### config.mk
export PLATFORM = sky130hd
export DESIGN_NAME = multicycle_controller
export DESIGN_NICKNAME = d
export VERILOG_FILES = /design/src/rtl/mc_pkg.sv /design/src/rtl/mc_wait_timer.sv /design/src/rtl/multicycle_controller.sv
export SDC_FILE = /design/constraint.sdc
export NUM_CORES = 1
export LEC_CHECK = 0
export ABC_AREA = 0
export CAP_MARGIN = 20
export CORE_ASPECT_RATIO = 1.1
export CORE_MARGIN = 3
export CORE_UTILIZATION = 25
export DETAILED_ROUTE_END_ITERATION = 8
export SYNTH_ARGS = -nofsm -noshare
export SYNTH_HDL_FRONTEND = slang
export SYNTH_HIERARCHICAL = 1
export SYNTH_SLANG_ARGS = --single-unit
### constraint.sdc
create_clock -name clk -period 7.3 [get_ports clk]
set_input_delay 1.46 -clock clk [delete_from_list [all_inputs] [get_ports clk]]
set_output_delay 1.46 -clock clk [all_outputs]
set_load 0.02 [all_outputs]
### src/rtl/mc_pkg.sv
// Shared definitions for the multicycle controller: states, opcodes,
// function codes, ALU operation codes and datapath mux encodings.
package mc_pkg;

    typedef enum logic [3:0] {
        ST_FETCH   = 4'd0,
        ST_DECODE  = 4'd1,
        ST_EXEC_R  = 4'd2,
        ST_EXEC_SH = 4'd3,
        ST_EXEC_I  = 4'd4,
        ST_ADDR    = 4'd5,
        ST_MEM_RD  = 4'd6,
        ST_MEM_WR  = 4'd7,
        ST_WB_R    = 4'd8,
        ST_WB_MEM  = 4'd9,
        ST_BRANCH  = 4'd10,
`ifdef JUMP_EN
        ST_JUMP    = 4'd11,
`endif
        ST_FAULT   = 4'd12
    } state_t;

    localparam logic [5:0] OP_RTYPE = 6'h00;
    localparam logic [5:0] OP_SPEC2 = 6'h1C;
    localparam logic [5:0] OP_J     = 6'h02;
    localparam logic [5:0] OP_BNE   = 6'h05;
    localparam logic [5:0] OP_ADDI  = 6'h08;
    localparam logic [5:0] OP_ORI   = 6'h0D;
    localparam logic [5:0] OP_LW    = 6'h23;
    localparam logic [5:0] OP_SW    = 6'h2B;

    localparam logic [5:0] FN_SLL = 6'h00;
    localparam logic [5:0] FN_SRL = 6'h02;
    localparam logic [5:0] FN_ADD = 6'h20;
    localparam logic [5:0] FN_SUB = 6'h22;
    localparam logic [5:0] FN_AND = 6'h24;
    localparam logic [5:0] FN_OR  = 6'h25;
    localparam logic [5:0] FN_SLT = 6'h2A;
    localparam logic [5:0] FN_MUL = 6'h02;
    localparam logic [5:0] FN_CLZ = 6'h20;
    localparam logic [5:0] FN_CLO = 6'h21;

    localparam logic [3:0] ALU_ADD = 4'd0;
    localparam logic [3:0] ALU_SUB = 4'd1;
    localparam logic [3:0] ALU_MUL = 4'd2;
    localparam logic [3:0] ALU_AND = 4'd3;
    localparam logic [3:0] ALU_OR  = 4'd4;
    localparam logic [3:0] ALU_SLT = 4'd5;
    localparam logic [3:0] ALU_CMP = 4'd7;
    localparam logic [3:0] ALU_SLL = 4'd8;
    localparam logic [3:0] ALU_SRL = 4'd10;
    localparam logic [3:0] ALU_CLO = 4'd11;
    localparam logic [3:0] ALU_CLZ = 4'd12;

    localparam logic [1:0] BSEL_REG   = 2'd0;
    localparam logic [1:0] BSEL_FOUR  = 2'd1;
    localparam logic [1:0] BSEL_IMM   = 2'd2;
    localparam logic [1:0] BSEL_SHAMT = 2'd3;

    localparam logic [1:0] PC_SEQ    = 2'd0;
    localparam logic [1:0] PC_BRANCH = 2'd1;
    localparam logic [1:0] PC_JUMP   = 2'd2;

    // State following DECODE; ST_FETCH marks an unsupported instruction.
    function automatic state_t decode_next(logic [5:0] op, logic [5:0] fn);
        state_t s;
        s = ST_FETCH;
        case (op)
            OP_RTYPE: begin
                case (fn)
                    FN_ADD, FN_SUB, FN_AND, FN_OR, FN_SLT: s = ST_EXEC_R;
                    FN_SLL, FN_SRL: s = ST_EXEC_SH;
                    default: s = ST_FETCH;
                endcase
            end
            OP_SPEC2: begin
                case (fn)
                    FN_CLO, FN_CLZ, FN_MUL: s = ST_EXEC_R;
                    default: s = ST_FETCH;
                endcase
            end
            OP_ADDI, OP_ORI: s = ST_EXEC_I;
            OP_LW, OP_SW: s = ST_ADDR;
            OP_BNE: s = ST_BRANCH;
`ifdef JUMP_EN
            OP_J: s = ST_JUMP;
`endif
            default: s = ST_FETCH;
        endcase
        return s;
    endfunction

    // ALU operation for the execute step of a latched instruction.
    function automatic logic [3:0] alu_code(logic [5:0] op, logic [5:0] fn);
        logic [3:0] c;
        c = ALU_ADD;
        case (op)
            OP_RTYPE: begin
                case (fn)
                    FN_SUB: c = ALU_SUB;
                    FN_AND: c = ALU_AND;
                    FN_OR:  c = ALU_OR;
                    FN_SLT: c = ALU_SLT;
                    FN_SLL: c = ALU_SLL;
                    FN_SRL: c = ALU_SRL;
                    default: c = ALU_ADD;
                endcase
            end
            OP_SPEC2: begin
                case (fn)
                    FN_MUL: c = ALU_MUL;
                    FN_CLO: c = ALU_CLO;
                    FN_CLZ: c = ALU_CLZ;
                    default: c = ALU_ADD;
                endcase
            end
            OP_ORI: c = ALU_OR;
            default: c = ALU_ADD;
        endcase
        return c;
    endfunction

endpackage

### src/rtl/mc_wait_timer.sv
// Memory wait counter: counts cycles without acknowledge and flags
// expiry on the MEM_TIMEOUT-th consecutive unacknowledged cycle.
module mc_wait_timer #(
    parameter int MEM_TIMEOUT = 15
) (
    input  logic clk,
    input  logic rst,
    input  logic clear,
    input  logic inc,
    output logic expire
);

    logic [7:0] cnt;

    // Count unacknowledged wait cycles; clear wins over increment.
    always_ff @(posedge clk) begin
        if (rst || clear) begin
            cnt <= '0;
        end else if (inc) begin
            cnt <= cnt + 8'd1;
        end
    end

    assign expire = inc && (cnt == 8'(MEM_TIMEOUT - 1));

endmodule

### src/rtl/multicycle_controller.sv
// Multicycle CPU control FSM with memory timeout fault.
// Define JUMP_EN to support the jump instruction (opcode 0x02).
module multicycle_controller
    import mc_pkg::*;
#(
    parameter int ALUOP_W     = 4,
    parameter int MEM_TIMEOUT = 15
) (
    input  logic               clk,
    input  logic               rst,
    input  logic [5:0]         opcode,
    input  logic [5:0]         func,
    input  logic               zero,
    input  logic               mem_ack,
    output logic               ir_write,
    output logic               pc_write,
    output logic               iord,
    output logic               mem_read,
    output logic               mem_write,
    output logic               reg_write,
    output logic               reg_dst,
    output logic               mem_to_reg,
    output logic               alu_src_a,
    output logic [1:0]         alu_src_b,
    output logic [1:0]         pc_src,
    output logic [ALUOP_W-1:0] alu_op,
    output logic [3:0]         state_o,
    output logic               illegal,
    output logic               fault
);

    state_t     state;
    state_t     state_nx;
    state_t     dec_nx;
    logic [5:0] op_q;
    logic [5:0] fn_q;
    logic [3:0] code;
    logic [3:0] alu_op_c;
    logic       waiting;
    logic       expire;

    assign dec_nx  = decode_next(opcode, func);
    assign code    = alu_code(op_q, fn_q);
    assign waiting = (state == ST_FETCH) || (state == ST_MEM_RD) ||
                     (state == ST_MEM_WR);

    mc_wait_timer #(.MEM_TIMEOUT(MEM_TIMEOUT)) u_timer (
        .clk    (clk),
        .rst    (rst),
        .clear  (!waiting || mem_ack),
        .inc    (waiting && !mem_ack),
        .expire (expire)
    );

    // State register and instruction fields captured while decoding.
    always_ff @(posedge clk) begin
        if (rst) begin
            state <= ST_FETCH;
            op_q  <= '0;
            fn_q  <= '0;
        end else begin
            state <= state_nx;
            if (state == ST_DECODE) begin
                op_q <= opcode;
                fn_q <= func;
            end
        end
    end

    // Next-state selection; acknowledge takes priority over timeout.
    always_comb begin
        state_nx = state;
        unique case (state)
            ST_FETCH: begin
                if (mem_ack)     state_nx = ST_DECODE;
                else if (expire) state_nx = ST_FAULT;
            end
            ST_DECODE:  state_nx = dec_nx;
            ST_EXEC_R,
            ST_EXEC_SH,
            ST_EXEC_I:  state_nx = ST_WB_R;
            ST_ADDR:    state_nx = (op_q == OP_LW) ? ST_MEM_RD : ST_MEM_WR;
            ST_MEM_RD: begin
                if (mem_ack)     state_nx = ST_WB_MEM;
                else if (expire) state_nx = ST_FAULT;
            end
            ST_MEM_WR: begin
                if (mem_ack)     state_nx = ST_FETCH;
                else if (expire) state_nx = ST_FAULT;
            end
            ST_WB_R,
            ST_WB_MEM,
`ifdef JUMP_EN
            ST_JUMP,
`endif
            ST_BRANCH:  state_nx = ST_FETCH;
            ST_FAULT:   state_nx = ST_FAULT;
            default:    state_nx = ST_FETCH;
        endcase
    end

    // Datapath controls per state; all quiet while reset is held.
    always_comb begin
        ir_write   = 1'b0;
        pc_write   = 1'b0;
        iord       = 1'b0;
        mem_read   = 1'b0;
        mem_write  = 1'b0;
        reg_write  = 1'b0;
        reg_dst    = 1'b0;
        mem_to_reg = 1'b0;
        alu_src_a  = 1'b0;
        alu_src_b  = BSEL_REG;
        pc_src     = PC_SEQ;
        alu_op_c   = ALU_ADD;
        illegal    = 1'b0;
        if (!rst) begin
            unique case (state)
                ST_FETCH: begin
                    mem_read  = 1'b1;
                    alu_src_b = BSEL_FOUR;
                    if (mem_ack) begin
                        ir_write = 1'b1;
                        pc_write = 1'b1;
                    end
                end
                ST_DECODE: illegal = (dec_nx == ST_FETCH);
                ST_EXEC_R: begin
                    alu_src_a = 1'b1;
                    alu_op_c  = code;
                end
                ST_EXEC_SH: begin
                    alu_src_a = 1'b1;
                    alu_src_b = BSEL_SHAMT;
                    alu_op_c  = code;
                end
                ST_EXEC_I: begin
                    alu_src_a = 1'b1;
                    alu_src_b = BSEL_IMM;
                    alu_op_c  = code;
                end
                ST_WB_R: begin
                    reg_write = 1'b1;
                    reg_dst   = (op_q == OP_RTYPE) || (op_q == OP_SPEC2);
                end
                ST_ADDR: begin
                    alu_src_a = 1'b1;
                    alu_src_b = BSEL_IMM;
                end
                ST_MEM_RD: begin
                    iord     = 1'b1;
                    mem_read = 1'b1;
                end
                ST_MEM_WR: begin
                    iord      = 1'b1;
                    mem_write = 1'b1;
                end
                ST_WB_MEM: begin
                    reg_write  = 1'b1;
                    mem_to_reg = 1'b1;
                end
                ST_BRANCH: begin
                    alu_src_a = 1'b1;
                    alu_op_c  = ALU_CMP;
                    if (!zero) begin
                        pc_write = 1'b1;
                        pc_src   = PC_BRANCH;
                    end
                end
`ifdef JUMP_EN
                ST_JUMP: begin
                    pc_write = 1'b1;
                    pc_src   = PC_JUMP;
                end
`endif
                default: ;
            endcase
        end
    end

    assign alu_op  = ALUOP_W'(alu_op_c);
    assign state_o = state;
    assign fault   = (state == ST_FAULT);

endmodule

# Word level (Yosys, flattened, before mapping)
# Cells that the tools add are included.
totals:
  reg_bits: 24
  inputBits: 16
  output_inout_bits: 23
  wordCells: 107
classes:
  addsub: 1
  n_eq_ne: 35
  muxes: 41
  reduce_logical: 26
ops:
  columns: ["operator", "count"]
  rows:
  - ["$eq A6 B6 Y1 const B", 15]
  - ["$pmux W4 S7", 1]
  - ["$mux W1", 25]
  - ["$logic_not A6 Y1", 4]
  - ["$pmux W4 S3", 2]
  - ["$pmux W4 S6", 1]
  - ["$mux W4", 5]
  - ["$pmux W4 S5", 1]
  - ["$eq A6 B4 Y1 const B", 3]
  - ["$eq A4 B3 Y1 const B", 4]
  - ["$eq A4 B4 Y1 const B", 4]
  - ["$reduce_or A2 Y1", 7]
  - ["$eq A6 B2 Y1 const B", 2]
  - ["$eq A6 B5 Y1 const B", 2]
  - ["$reduce_or A5 Y1", 2]
  - ["$add A8 B1 Y8 const B", 1]
  - ["$eq A4 B2 Y1 const B", 2]
  - ["$eq A8 B4 Y1 const B", 1]
  - ["$logic_not A4 Y1", 2]
  - ["$pmux W4 S2", 1]
  - ["$eq A6 B3 Y1 const B", 1]
  - ["$pmux W2 S3", 1]
  - ["$reduce_or A3 Y1", 2]
  - ["$logic_or A1 B1 Y1", 5]
  - ["other kinds (6)", 9]

# Longest topological paths before layout
depth:
  depth_word: 8
  ltp_mapped: 11
  ltp_nobuf: 9

# Cells and area by module
# Netlist, hierarchy kept.
modules_own_cells:
  columns: ["mod", "instances", "cells_per_inst", "area_per_inst_um2", "seq_area_each_um2"]
  rows:
  - ["multicycle_controller", 1, 194, 1355.0, 320.3]
  - ["mc_wait_timer", 1, 43, 380.4, 160.2]

# Worst setup path before layout
# No wires, ideal clock.
synth_timing:
  path_kind: "input-to-output"
  from: "input rst"
  to: "output alu_op[3]"
  arrival_ps: 2770
  t_required_ps: 5840
  path_slack_ps: 3070
  path_stages: 6
  path_buffers: 2
  cell_sequence: "clkbuf_1 > or2_1 > buf_2 > a2111oi_4 > o21ai_2 > nor3b_2"
synth_via:
  elab_chain_len: 1
synth_lines:
  columns: ["item", "line_no", "text"]
  rows:
  - ["start: declaration", "multicycle_controller.sv:10", "input logic rst,"]
  - ["$mux W4", "multicycle_controller.sv:117", "if (!rst) begin"]
  - ["end: declaration", "multicycle_controller.sv:26", "output logic [ALUOP_W-1:0] alu_op,"]
# No other way between the ends.

# Final worst setup path
# Ends and elaborated chain as after synthesis.

==> flow_metrics.py <==
metrics = {
    "synth": {
        "netlist_area_um2": 1740,
        "synth_compound_area_share_pct": 22.4,
        "yosys_warnings": 6,
        "synthFlopType": "dfxtp_1",
        "yosys.area_share.adder_pct": 1.44,
        "yosys.area_share.simple_pct": 40.4,
        "synth_seq_area_share_pct": 27.7,
        "synth-xor-area-share_pct": 2.02,
        "synth_fp_nets": 255,
        "synth_async_sr_flop_share_pct": 0,
        "synthMuxAreaShare_pct": 0,
        "yosysUniqueCellTypes": 55,
        "synth-edff-count": 0,
        "synth-seq-cells": 24,
        "syn_avg_cell_area_um2": 7.32,
        "syn_inst": 237,
        "synth_top_family_by_area": "simple AND/OR/NAND/NOR gates",
    },
    "worst_setup_path": {
        "max_stage_delay_ns": 0.75,
        "crit_slowest_cell": "clkdlybuf4s50_1",
        "endpoint_kind": "output pin",
        "required_ns": 5.84,
        "cp_max_fo": 19,
        "crit_arrival_ns": 3.99,
        "crit_top_cell": "clkdlybuf4s50_1",
        "crit_start": "rst",
        "start_kind": "input pin",
        "crit_chain": "clkdlybuf4s50_1, or2_1, a2111oi_4, o21ai_2, nor3b_2, clkdlybuf4s50_1",
        "reg2reg_from": "state_o[0]$_SDFF_PP0_",
        "crit_type": "in -> out",
    },
    "pwr": {
        "power.static_leakage_uw": 0.000736,
        "ir_drop_mv": 0.0604,
        "powerDensity_nw_per_um2": 132,
    },
    "routing": {
        "first_iter_violations": 155,
        "drtAntennaViolNets": 0,
        "via_per_inst": 5.07,
        "drcViolationCount": 0,
        "routedWlPerCell_um": 12.7,
        "dr.pass1.iters": 4,
        "drt_wl_total_mm": 4.39,
        "vias": 1755,
    },
    "outcome": {
        "outcome": "completed",
    },
    "floorplanning": {
        "num_rows": 31,
        "dieHeight_um": 93.4,
        "io_pins": 39,
        "fp.coreArea_um2": 6670,
        "die_w_um": 85.4,
        "die_area_um2": 7980,
        "initial_core_util_pct": 26.0,
    },
    "grt": {
        "grt_pass1_wl_mm": 7.20,
        "grt_pass1_vias": 1510,
        "antenna_found_initial": 0,
        "grt_max_degree": 20,
        "grt-ovfl-total": 0,
        "grt_use_total_pct": 10.9,
    },
    "sta": {
        "rsz0062_at_grt": "no",
        "tightest_slew_ns": 0.678,
        "fin_crit_sh_pct": 74.7,
        "drv_slew": 0,
        "hold_viol_final": 0,
        "layout_min_cycle_time_ns": 5.45,
        "hold-worst-slack_ns": 0.493,
        "finalClockSkew_ns": 0.00438,
        "setup_viol": 0,
        "fmax_ghz": 0.183,
        "layout_setup_ws_ns": 1.85,
        "relSlewSlack_pct": 54.7,
        "fin_tns_setup_ns": 0,
    },
    "placed_design": {
        "portBuffers": 37,
        "post_dp_cell_area_um2": 2140,
        "place_ws_ns": 1.84,
        "placed_cells": 342,
        "dpl.hpwl_mm": 3.43,
        "place_congestion": 0.773,
    },
    "cells_and_area": {
        "diodes": 0,
        "layout.cells.non_filler": 346,
        "area_delta_synth_final_pct": 26.2,
        "layout-drive-gt1-share_pct": 4.55,
        "nFillCells": 726,
        "fin_area_um2": 2190,
        "nets": 283,
    },
    "min_path": {
        "hold_start": "fn_q[4]$_SDFFE_PP0P_",
        "hp-class": "reg -> reg",
    },
    "clocking": {
        "cts_root_buf": "clkbuf_8",
        "hold_buffers": 0,
        "cts_buffers": 3,
        "clk_pin_slew_ns": 0.08,
        "cts.repair.resized": 0,
        "cts_tree": "built",
        "clk_path_buf_depth": 2,
        "numClockSinks": 24,
        "post_cts_buffers": 0,
        "htree_levels": 1,
        "insertion_delay_ns": 0.26,
    },
    "run": {
        "drv_cap": 0,
    },
}
## critical path, delay by kind of cell
family	cells	cell delay, ns
buf+inv	2	1.37
simple gates	2	0.65
compound gates	2	0.50
## layout by cell type, fill, tap and decap left out, types with 5 or more instances in the layout
master / Yosys / final
clkdlybuf4s50_1: 0 / 37
nand2_1: 35 / 35
a21oi_1: 25 / 25
dfxtp_1: 24 / 24
nor2_1: 16 / 16
nand3_1: 9 / 9
o21ai_0: 9 / 9
inv_1: 8 / 8
nor2b_1: 8 / 8
nor3_1: 8 / 8
nor3b_1: 7 / 7
or3_1: 6 / 6
nand2b_1: 5 / 5
## metal layers
| metal | wire length, µm | GRT usage, % |
|---|---|---|
| met1 | 2190 | 15.5 |
| met2 | 1880 | 16.3 |
| met3 | 249 | 1.85 |
| met4 | 70 | 3.96 |
| met5 | 0 | 0 |
## metrics by stage
| step | power [µW] | utilization (%) |
|---|---|---|
| after detailed placement | 204 | 32.0 |
| after CTS | 292 | 32.8 |
| after global placement | 203 | 32.0 |
| final | 289 | 32.8 |
| after global routing | 305 | 32.8 |
| after floorplan | 181 | - |
## where the power goes
group | leakage [µW] | switching [µW] | internal [µW]
Sequential | 0.000195 | 8.51 | 135
Clock | 0.0000288 | 39.7 | 48.1
Combinational | 0.000512 | 31.0 | 26.0
Total | 0.000736 | 79.2 | 209
## flip-flops by register name (all words and copies together), names as in the netlist
signal,flops
op_q,6
fn_q,6
u_timer/cnt,8
state_o,4
## cell usage after synthesis, drive strengths merged, types with 2 or more instances
master   instances  area share, %
a211oi           2           0.86
ha               2            1.4
nand3            9            2.6
o21ai           13            4.0
nand4            5            2.2
and4             2            1.0
and3b            2            1.0
nor2b            8            2.9
nor3b            8            3.7
buf              7            2.7
nor4             4            1.4
o2111ai          2            1.0
nand3b           2           0.86
nand2b           5            1.8
a21oi           25            7.2
or2              3            1.1
nor2            16            3.5
nor4bb           4            2.3
o31a             3            1.5
clkbuf           7            1.5
dfxtp           24             28
nand4b           2            1.0
or3              6            2.2
nand2           35            7.6
and2             2           0.72
inv              8            1.7
nor3             8            2.3
xor2             3            1.5
## path summary, 6_finish.rpt
kind                            slack (ns)                     to  depth (start not counted)
worst max-delay path                  1.85              alu_op[3]                          6
worst min-delay path                  0.49   fn_q[4]$_SDFFE_PP0P_                          2
worst max register to register        4.39  state_o[0]$_SDFF_PP0_                          9
worst min register to register        0.49   fn_q[4]$_SDFFE_PP0P_                          2
## cell type report
cell class / instances / area [µm²] / share of cell area (%)
Timing Repair Buffer: 37 / 370 / 16.9
Tap cell: 82 / 103 / 4.68
Clock buffer: 4 / 55.1 / 2.51
Multi-Input combinational cell: 191 / 1150 / 52.6
Sequential cell: 24 / 480 / 21.9
Inverter: 8 / 30.0 / 1.37
## kinds of logic (layout without fill, tap and decap cells)
| group | count (synthesis) | after routing |
|---|---|---|
| buffers and inverters | 22 | 49 |
| AO/OA/AOI/OAI | 59 | 59 |
| other | 1 | 1 |
| flip-flops | 24 | 24 |
| adder cells (fa/ha/maj) | 2 | 2 |
| AND/OR/NAND/NOR | 125 | 125 |
| XOR/XNOR | 4 | 4 |
No activity file was read; power rests on OpenSTA's default activity.
